**src/rtl/digital_gates.sv**
```systemverilog
// digital_gates: two-input gate demonstrator; live gate vector on uo_out, snapshot on uio_out
module digital_gates (
  input  logic       clk,
  input  logic       rst_n,
  input  logic       ena,
  input  logic [7:0] ui_in,
  output logic [7:0] uo_out,
  input  logic [7:0] uio_in,
  output logic [7:0] uio_out,
  output logic [7:0] uio_oe
);
  logic       a;
  logic       b;
  logic [7:0] g;
  logic       unused_ok;
  assign a = ui_in[0];
  assign b = ui_in[1];
  assign g = {~b, ~a, ~(a ^ b), ~(a | b), ~(a & b), a ^ b, a | b, a & b};
  assign uo_out = g;
  assign uio_oe = 8'hff;
  assign unused_ok = &{1'b0, ui_in[7:2], uio_in};
  always_ff @(posedge clk or negedge rst_n)
    if (!rst_n) uio_out <= 8'h00;
    else if (ena) uio_out <= g;
endmodule

```
**config.mk**
```make
export PLATFORM = sky130hd
export DESIGN_NAME = digital_gates
export DESIGN_NICKNAME = d
export VERILOG_FILES = /design/src/rtl/digital_gates.sv
export SDC_FILE = /design/constraint.sdc
export NUM_CORES = 1
export LEC_CHECK = 0
export ABC_AREA = 1
export BUFFER_PORTS_ARGS = -buffer_cell sky130_fd_sc_hd__buf_4
export CORE_AREA = 2 2 39 41
export DETAILED_ROUTE_END_ITERATION = 12
export DIE_AREA = 0 0 41 43
export PLACE_DENSITY = 0.82
export SLEW_MARGIN = 40
export SYNTH_ARGS = -nofsm -noshare
export SYNTH_HDL_FRONTEND = slang
export SYNTH_SLANG_ARGS = --single-unit
```
**constraint.sdc**
```tcl
create_clock -name clk -period 1.4 [get_ports clk]
set_input_delay 0.07 -clock clk [delete_from_list [all_inputs] [get_ports clk]]
set_output_delay 0.07 -clock clk [all_outputs]
set_load 0.01 [all_outputs]
```
==> results of run 1 <==
[layout by cell type (no fill, tap or decap)]
cell type       n
nand2_1        24
buf_4          20
conb_1          8
dfrtp_1         8
inv_1           5
ha_1            4
clkbuf_4        3
inv_2           1
dlygate4sd3_1   1
[final timing paths]
kind                               to  slack, ns  cells after the start
setup / recovery            uo_out[5]       0.55                      5
hold / removal             uio_out[5]        0.1                      3
setup reg to reg           uio_out[4]       0.79                      2
hold reg to reg            uio_out[1]       0.47                      2
max in group asynchronous  uio_out[3]       1.10                      2
min in group asynchronous  uio_out[1]       0.17                      2
[repair_timing]
item,4_1_cts,5_1_grt
hold endpoints to repair,8,0
hold buffers,1,0
buffers inserted,0,0
[where the power goes]
part | switching, mW | total [mW] | leakage, nW | internal, mW
registers | 0.0111 | 0.265 | 0.0976 | 0.254
logic | 0.0771 | 0.145 | 0.254 | 0.0677
clock network | 0.0709 | 0.168 | 0.0138 | 0.0976
total | 0.159 | 0.578 | 0.366 | 0.419
[layout make-up]
type	count	share of cell area (%)
Sequential cell	8	33.6
Multi-Input combinational cell	36	28.6
Timing Repair Buffer	21	26.9
Clock buffer	3	3.78
Inverter	6	3.78
Tap cell	16	3.36
[Yosys cell counts]
master    n  area share [%]
dfrtp_1   8              46
buf_6     1             2.6
nand2_1  24              21
ha_1      4              11
buf_4     8              14
conb_1    1            0.86
inv_1     5             4.3
inv_2     1            0.86
[routing by layer]
metal  global-route usage (%)  routed length, um  vias up
met3                     1.57                 69        2
met1                     12.9                327      155
met2                     16.9                375       20
li1                         -                  -      182
met5                        0                  0        -
met4                     14.0                 22        0
[stage by stage]
step	std cells	util, %
floorplan	59	-
global placement	86	40.7
detailed placement	86	40.7
CTS	90	43.0
global route	90	43.0
finish	90	43.0
[worst max-delay path, delay by kind of cell]
family / cells / cell delay, ns
buffers and inverters: 4 / 0.44
adder cells (fa/ha/maj): 1 / 0.27
[logic make-up after synthesis]
group	after synthesis	synth area share, %
simple gates	24	20.6
fa+ha+maj	4	11.4
other cells	1	0.856
flops	8	45.7
buf+inv	15	21.4
==> out/qor.yml, run 1 <==
status:
  status: "completed"
placement:
  postPlaceCellArea_sq_um: 563
  dp_hpwl_um: 668
  gp_congestion: 0.746
  place_ws_ns: 0.543
  io_buffers: 20
layout:
  stdcell_area_sq_um: 596
  fillers: 153
  syn2layout_area_growth_pct: 36.0
  largest_reg_flops: 8
  max_flop_register: "uio_out"
  register_area_sq_um: 200
  multiInputGateArea_sq_um: 170
  nNetsFinal: 99
  final_layout_size_suffix_gt1_share_pct: 32.4
  diodes: 0
  reg_top3: "uio_out (8)"
power:
  ir_drop_mv: 0.302
  fin_total_pwr_mw: 0.578
  power.density_nw_per_um2: 971
  p_leak_nw: 0.366
timing:
  fmax_ghz: 1.17
  timing.final.crit_period_ns: 0.852
  period_share_pct: 60.8
  worst_slack_ns: 0.548
  tns_ns: 0
  skew_ns: 0
  rsz0062_at_grt: "false"
  finalHoldViolations: 0
  slew_violations: 0
  setup_viol: 0
  hold-worst-slack_ns: 0.0969
clock_tree:
  post_cts_resized: 0
  clk_pin_slew_ns: 0.05
  clock-sinks: 8
  cts-buffers-inserted: 3
  cts_max_path_buffers: 2
  cts_root_buffer: "clkbuf_4"
  htreeDepth: 1
  cts_tree: "built"
  clk_latency_ns: 0.24
global_route:
  grt_usage_pct: 11.8
  grt_pass1_wl_um: 1310
  globalRouteOverflowTotal: 0
  antenna_found_initial: 0
  grt_pass1_vias: 346
  grt_max_degree: 10
floorplan:
  die_area_sq_um: 1760
  io_pins: 43
  die_w_um: 41
  die_y_um: 43
  core_region_area_sq_um: 1380
  start_util_pct: 31.6
  rows: 14
worst_setup_path:
  slowest_stage: "ha_1"
  cp.required_ns: 1.33
  path_class: "input pin to output port"
  r2r_start: "uio_out[4]"
  arrival_ns: 0.78
  slowest_delay_ns: 0.27
  cp-end-kind: "output port"
  cp-start-kind: "input pin"
  cp-startpoint: "ui_in[1]"
  cp_max_fo: 4
  crit_chain: "buf_4 > inv_1 > ha_1 > inv_1 > buf_4"
yosys:
  ys_types: 8
  syn-cell-area_sq_um: 438
  seq_area_frac_synth_pct: 45.7
  yosysWarnings: 0
  syn_area_per_cell_sq_um: 8.42
  syn_inst: 52
  ys_ff_latch: 8
min_path:
  hold_class: "input pin to register"
  hold_path_startpoint: "ena"
drt:
  ant_nets: 0
  wire_per_inst_um: 8.83
  wl_um: 795
  viasPerCell: 3.99
  drt_pass1_iterations: 4
  vias: 359
  drt_drc_violations_left: 0
  initialDrtViolationCount: 5
run:
  cap_viol_max_count: 0
(Power assumes the default switching activity.)
==> inputs of run 2 (changes only) <==
Clock period 1.4 ns to 0.8 ns, I/O delays scaled along.
==> run 2 against run 1 <==
Flip-flop and latch count unchanged. Register-to-register slack lost 0.72 ns. Die area is the same. Count of clock-buffer cells in the layout unchanged. Utilization rose by 7.1 points. Clock skew stayed put. Critical path depth shrank 4. Routed wire length up 14%. The flow now finishes with violations (setup timing). Largest cell class is now buffers. Worst setup slack got worse by 0.55 ns. Via count grew 6.4%.
==> out/qor.yml, run 2 (synthesis gave the netlist of run 1 again) <==
timing:
  timing.final.crit_period_ns: 0.804
  slew_violations: 0
  rsz0062_at_grt: "true"
  skew_ns: 0
  period_share_pct: 100
  worst_slack_ns: -0.00372
  setup_viol: 4
  fmax_ghz: 1.24
  finalHoldViolations: 0
global_route:
  grt_pass1_vias: 379
  met2_usage_pct: 17.8
  globalRouteOverflowTotal: 0
  met1_usage_pct: 12.9
  use_met3_pct: 2.62
  grt_pass1_wl_um: 1400
  grt_usage_pct: 12.1
  antenna_found_initial: 0
  grt_busiest_layer: "met2"
  grt_max_degree: 10
power:
  fin_total_pwr_mw: 1.11
  power.density_nw_per_um2: 1600
  ir_drop_mv: 0.440
  p_leak_nw: 0.419
layout:
  max_flop_register: "uio_out"
  finalNonFillerCells: 99
  multiInputGateArea_sq_um: 170
  largest_reg_flops: 8
  diodes: 0
  nNetsFinal: 108
  stdcell_area_sq_um: 693
  register_area_sq_um: 200
  layout_commonest_cell: "nand2_1"
  reg_top3: "uio_out (8)"
  layout_common_cells: "nand2_1, buf_4, conb_1, buf_6, dfrtp_1"
  utilization_pct: 50.1
  syn2layout_area_growth_pct: 58.3
  final_layout_size_suffix_gt1_share_pct: 39.8
  fillers: 143
drt:
  drt_pass1_iterations: 4
  vias: 382
  drt_drc_violations_left: 0
  wire_per_inst_um: 9.14
  initialDrtViolationCount: 6
  viasPerCell: 3.86
  ant_nets: 0
  wl_um: 905
floorplan:
  die_w_um: 41
  core_region_area_sq_um: 1380
  die_y_um: 43
  start_util_pct: 31.6
  die_area_sq_um: 1760
  rows: 14
  io_pins: 43
worst_setup_path:
  ff2ff_setup_slack_ns: 0.07
  r2r_start: "uio_out[5]"
  cp.required_ns: 0.76
  cp-startpoint: "uio_out[0]"
  r2r_end: "uio_out[5]"
  slowest_stage: "dfrtp_1"
  crit_chain: "buf_6"
  cp-start-kind: "register"
  cp.depth: 1
  critPathBufInv: 1
  cp_max_fo: 2
  cp_top_family: "flip-flops"
  cp-end-kind: "output port"
  path_class: "register to output port"
  worstRegToRegCells: 3
  endpoint: "uio_out[0]"
  arrival_ns: 0.76
  slowest_delay_ns: 0.39
clock_tree:
  clock-sinks: 8
  clk_latency_ns: 0.25
  cts_tree: "built"
  cts_max_path_buffers: 2
  cts_root_buffer: "clkbuf_4"
  htreeDepth: 1
  clk_pin_slew_ns: 0.05
  cts-buffers-inserted: 3
placement:
  dp_hpwl_um: 683
  dp.cells: 88
  io_buffers: 20
  postPlaceCellArea_sq_um: 578
  gp_congestion: 0.746
min_path:
  hold_class: "input pin to register"
status:
  violations: "setup timing"
  status: "finished, violations left"
run:
  cap_viol_max_count: 0
run 2: per-layer routing:
layer | routed length, um | vias up
li1 | - | 199
met2 | 466 | 22
met1 | 355 | 161
met5 | 0 | -
met4 | 0 | 0
met3 | 83 | 0
run 2: timing repair:
action | 4_1_cts | 5_1_grt
endpoints found under the hold margin | 8 | 0
hold buffers | 1 | 0
setup endpoints to repair | 8 | 8
buffers inserted | 4 | 3
resized for setup | 8 | 0
run 2: stage by stage:
| stage | worst slack (ns) | TNS, ns | hold slack [ns] |
|---|---|---|---|
| 2_1_floorplan | 0.00362 | 0 | -0.256 |
| 3_3_place_gp | 0.0245 | 0 | -0.142 |
| 3_5_place_dp | 0.0220 | 0 | -0.139 |
| 4_1_cts | -0.0127 | -0.0658 | 0.0564 |
| 5_1_grt | -0.0439 | -0.247 | 0.0811 |
| 6_report | -0.00372 | -0.00544 | 0.0617 |
run 2: how the worst min path moves through the flow:
stage          start    endpoint  slack, ns  depth (start not counted)
6_report         ena  uio_out[4]       0.06                          3
2_1_floorplan  rst_n  uio_out[0]      -0.26                          0
4_1_cts          ena  uio_out[4]       0.06                          3
5_1_grt          ena  uio_out[0]       0.08                          3
3_3_place_gp   rst_n  uio_out[6]      -0.14                          1
3_5_place_dp   rst_n  uio_out[3]      -0.14                          1
run 2: power by group:
group          leakage [nW]  internal (mW)  total (mW)  switching [mW]
Sequential           0.0976          0.444       0.470          0.0264
Clock                0.0138          0.171       0.301           0.130
Combinational         0.307          0.187       0.336           0.149
run 2: area by class of cell:
class / count / share of cell area [%]
repair buffers: 30 / 37.2
flip-flops and latches: 8 / 28.9
multi-input cells: 36 / 24.5
clock buffers: 3 / 3.25
inverters: 6 / 3.25
well taps: 16 / 2.89
==> inputs of run 3 (changes only) <==
Settings changed: ABC_AREA 1 to not set, CORE_AREA 2 2 39 41 to not set, CORE_UTILIZATION set to 34, DIE_AREA 0 0 41 43 to not set, PLACE_DENSITY 0.82 to 0.83.
==> run 3 against run 2 <==
The run still ends with setup timing left. Critical path type unchanged. Routed wire length up 2.7%. Sequential power up 3%. Combinational power up 6.3%. Via count down 17%. Final cell count down 20%. Highest routed layer unchanged. Utilization up 11 points. Hold slack better by 0.024 ns. Area after synthesis up 4.6%. Flip-flop and latch count unchanged. Clock power about the same. Non-clock buffer count down 2. Critical path depth unchanged.
==> out/qor.yml, run 3 <==
drt:
  wire_per_inst_um: 11.8
  drt_drc_violations_left: 0
  vias: 318
  drt_pass1_iterations: 2
  viasPerCell: 4.03
  ant_nets: 0
  initialDrtViolationCount: 3
  wl_um: 929
yosys:
  yosys.area.top_type: "dfrtp_1"
  syn_inst: 36
  ys.flop_type: "dfrtp_1"
  ys_ff_latch: 8
  synth_top_area_share_pct: 43.7
  synth_common_cells: "buf_4, dfrtp_1, mux2_4"
  synth_edf_count: 0
  synth-async-reset-ratio_pct: 100
  syn_area_per_cell_sq_um: 12.7
  ys_types: 9
  yosysWarnings: 0
  syn-cell-area_sq_um: 458
  synth.area.top_cells: "dfrtp_1, mux2_4, buf_4"
  seq_area_frac_synth_pct: 43.7
worst_setup_path:
  cp-start-kind: "register"
  crit_chain: "buf_6"
  r2r_end: "uio_out[5]"
  cp.required_ns: 0.76
  worstRegToRegCells: 1
  slowest_stage: "dfrtp_1"
  arrival_ns: 0.78
  cp-end-kind: "output port"
  path_class: "register to output port"
  cp-startpoint: "uio_out[5]"
  endpoint: "uio_out[5]"
  cp.depth: 1
  cp_top_family: "flip-flops"
  slowest_delay_ns: 0.40
  critPathBufInv: 1
  ff2ff_setup_slack_ns: 0
  cp_max_fo: 2
  r2r_start: "uio_out[5]"
layout:
  stdcell_area_sq_um: 711
  syn2layout_area_growth_pct: 55.2
  reg_top3: "uio_out (8)"
  diodes: 0
  layout_common_cells: "buf_4, conb_1, buf_6, dfrtp_1, mux2_4"
  nNetsFinal: 90
  largest_reg_flops: 8
  fillers: 117
  max_flop_register: "uio_out"
  layout_commonest_cell: "buf_4"
  final_layout_size_suffix_gt1_share_pct: 60.0
global_route:
  globalRouteOverflowTotal: 0
  grt_pass1_wl_um: 1380
  antenna_found_initial: 0
  grt_usage_pct: 15.2
  grt_pass1_vias: 307
  grt_max_degree: 10
floorplan:
  io_pins: 43
  die_w_um: 38.7
  die_y_um: 38.7
  die_area_sq_um: 1500
  start_util_pct: 39.1
  core_region_area_sq_um: 1170
  rows: 12
placement:
  postPlaceCellArea_sq_um: 646
  gp_congestion: 0.639
  io_buffers: 20
  dp_hpwl_um: 747
clock_tree:
  clk_pin_slew_ns: 0.05
  cts_tree: "built"
  cts_max_path_buffers: 2
  cts-buffers-inserted: 3
  cts_setup_buffers: 0
  clk_latency_ns: 0.25
  cts_root_buffer: "clkbuf_4"
  htreeDepth: 1
  clock-sinks: 8
timing:
  tns_ns: -0.0915
  skew_ns: 0
  slew_violations: 0
  worst_slack_ns: -0.0247
  period_share_pct: 103
  timing.final.crit_period_ns: 0.825
  setup_viol: 8
  fmax_ghz: 1.21
  rsz0062_at_grt: "true"
  hold-worst-slack_ns: 0.0859
  finalHoldViolations: 0
run:
  cap_viol_max_count: 0
power:
  ir_drop_mv: 0.854
  fin_total_pwr_mw: 1.14
  power.density_nw_per_um2: 1610
  p_leak_nw: 0.388
status:
  violations: "setup timing"
  status: "finished, violations left"
min_path:
  hold_class: "input pin to register"
-- run 3: timing repair --
action                     in CTS  in global routing
hold endpoints to repair        8                  0
setup endpoints to repair       8                 11
hold buffers                    1                  0
gates resized for setup         8                  1
-- run 3: metal layers --
| metal | global-route usage (%) | share of wire [%] |
|---|---|---|
| met4 | 7.76 | 0 |
| met1 | 14.7 | 36 |
| met2 | 24.6 | 56 |
| met3 | 9.83 | 8.2 |
| met5 | 0 | 0 |
-- run 3: worst min-delay path by stage --
stage               startpoint          to  slack [ns]  depth (start not counted)
floorplan                rst_n  uio_out[0]       -0.26                          0
global placement         rst_n  uio_out[1]       -0.14                          1
detailed placement       rst_n  uio_out[4]       -0.14                          1
CTS                   ui_in[1]  uio_out[7]        0.07                          3
global route          ui_in[1]  uio_out[7]        0.07                          3
finish                ui_in[1]  uio_out[7]        0.09                          3
-- run 3: kinds of logic (layout without fill, tap and decap cells) --
| logic type | after synthesis | in the layout | share of synthesized area [%] |
|---|---|---|---|
| AO/OA/AOI/OAI | 1 | 1 | 1.09 |
| adder cells (fa/ha/maj) | 4 | 4 | 10.9 |
| buffers and inverters | 14 | 36 | 19.7 |
| flip-flops | 8 | 8 | 43.7 |
| multiplexers | 7 | 7 | 23.0 |
| other | 1 | 8 | 0.819 |
| AND/OR/NAND/NOR | 1 | 1 | 0.819 |
-- run 3: report_power, final --
| group | switching [mW] | internal [mW] |
|---|---|---|
| sequential | 0.0369 | 0.449 |
| combinational | 0.143 | 0.214 |
| clock | 0.128 | 0.171 |
| total | 0.308 | 0.834 |
-- run 3: metrics by stage --
stage                     setup WS (ns)  std cells  utilization (%)
after floorplan                 -0.0863         43                -
after CTS                       -0.0387         79             60.5
after global routing            -0.0587         79             60.7
after global placement          -0.0936         75             55.1
final                           -0.0247         79             60.7
after detailed placement         -0.127         75             55.1
-- run 3: area by class of cell --
class / instances / area [sq um] / share of cell area (%)
clock buffers: 3 / 22.5 / 3.17
inverters: 5 / 18.8 / 2.64
multi-input cells: 21 / 209 / 29.4
flip-flops and latches: 8 / 200 / 28.2
well taps: 14 / 17.5 / 2.46
repair buffers: 28 / 243 / 34.2
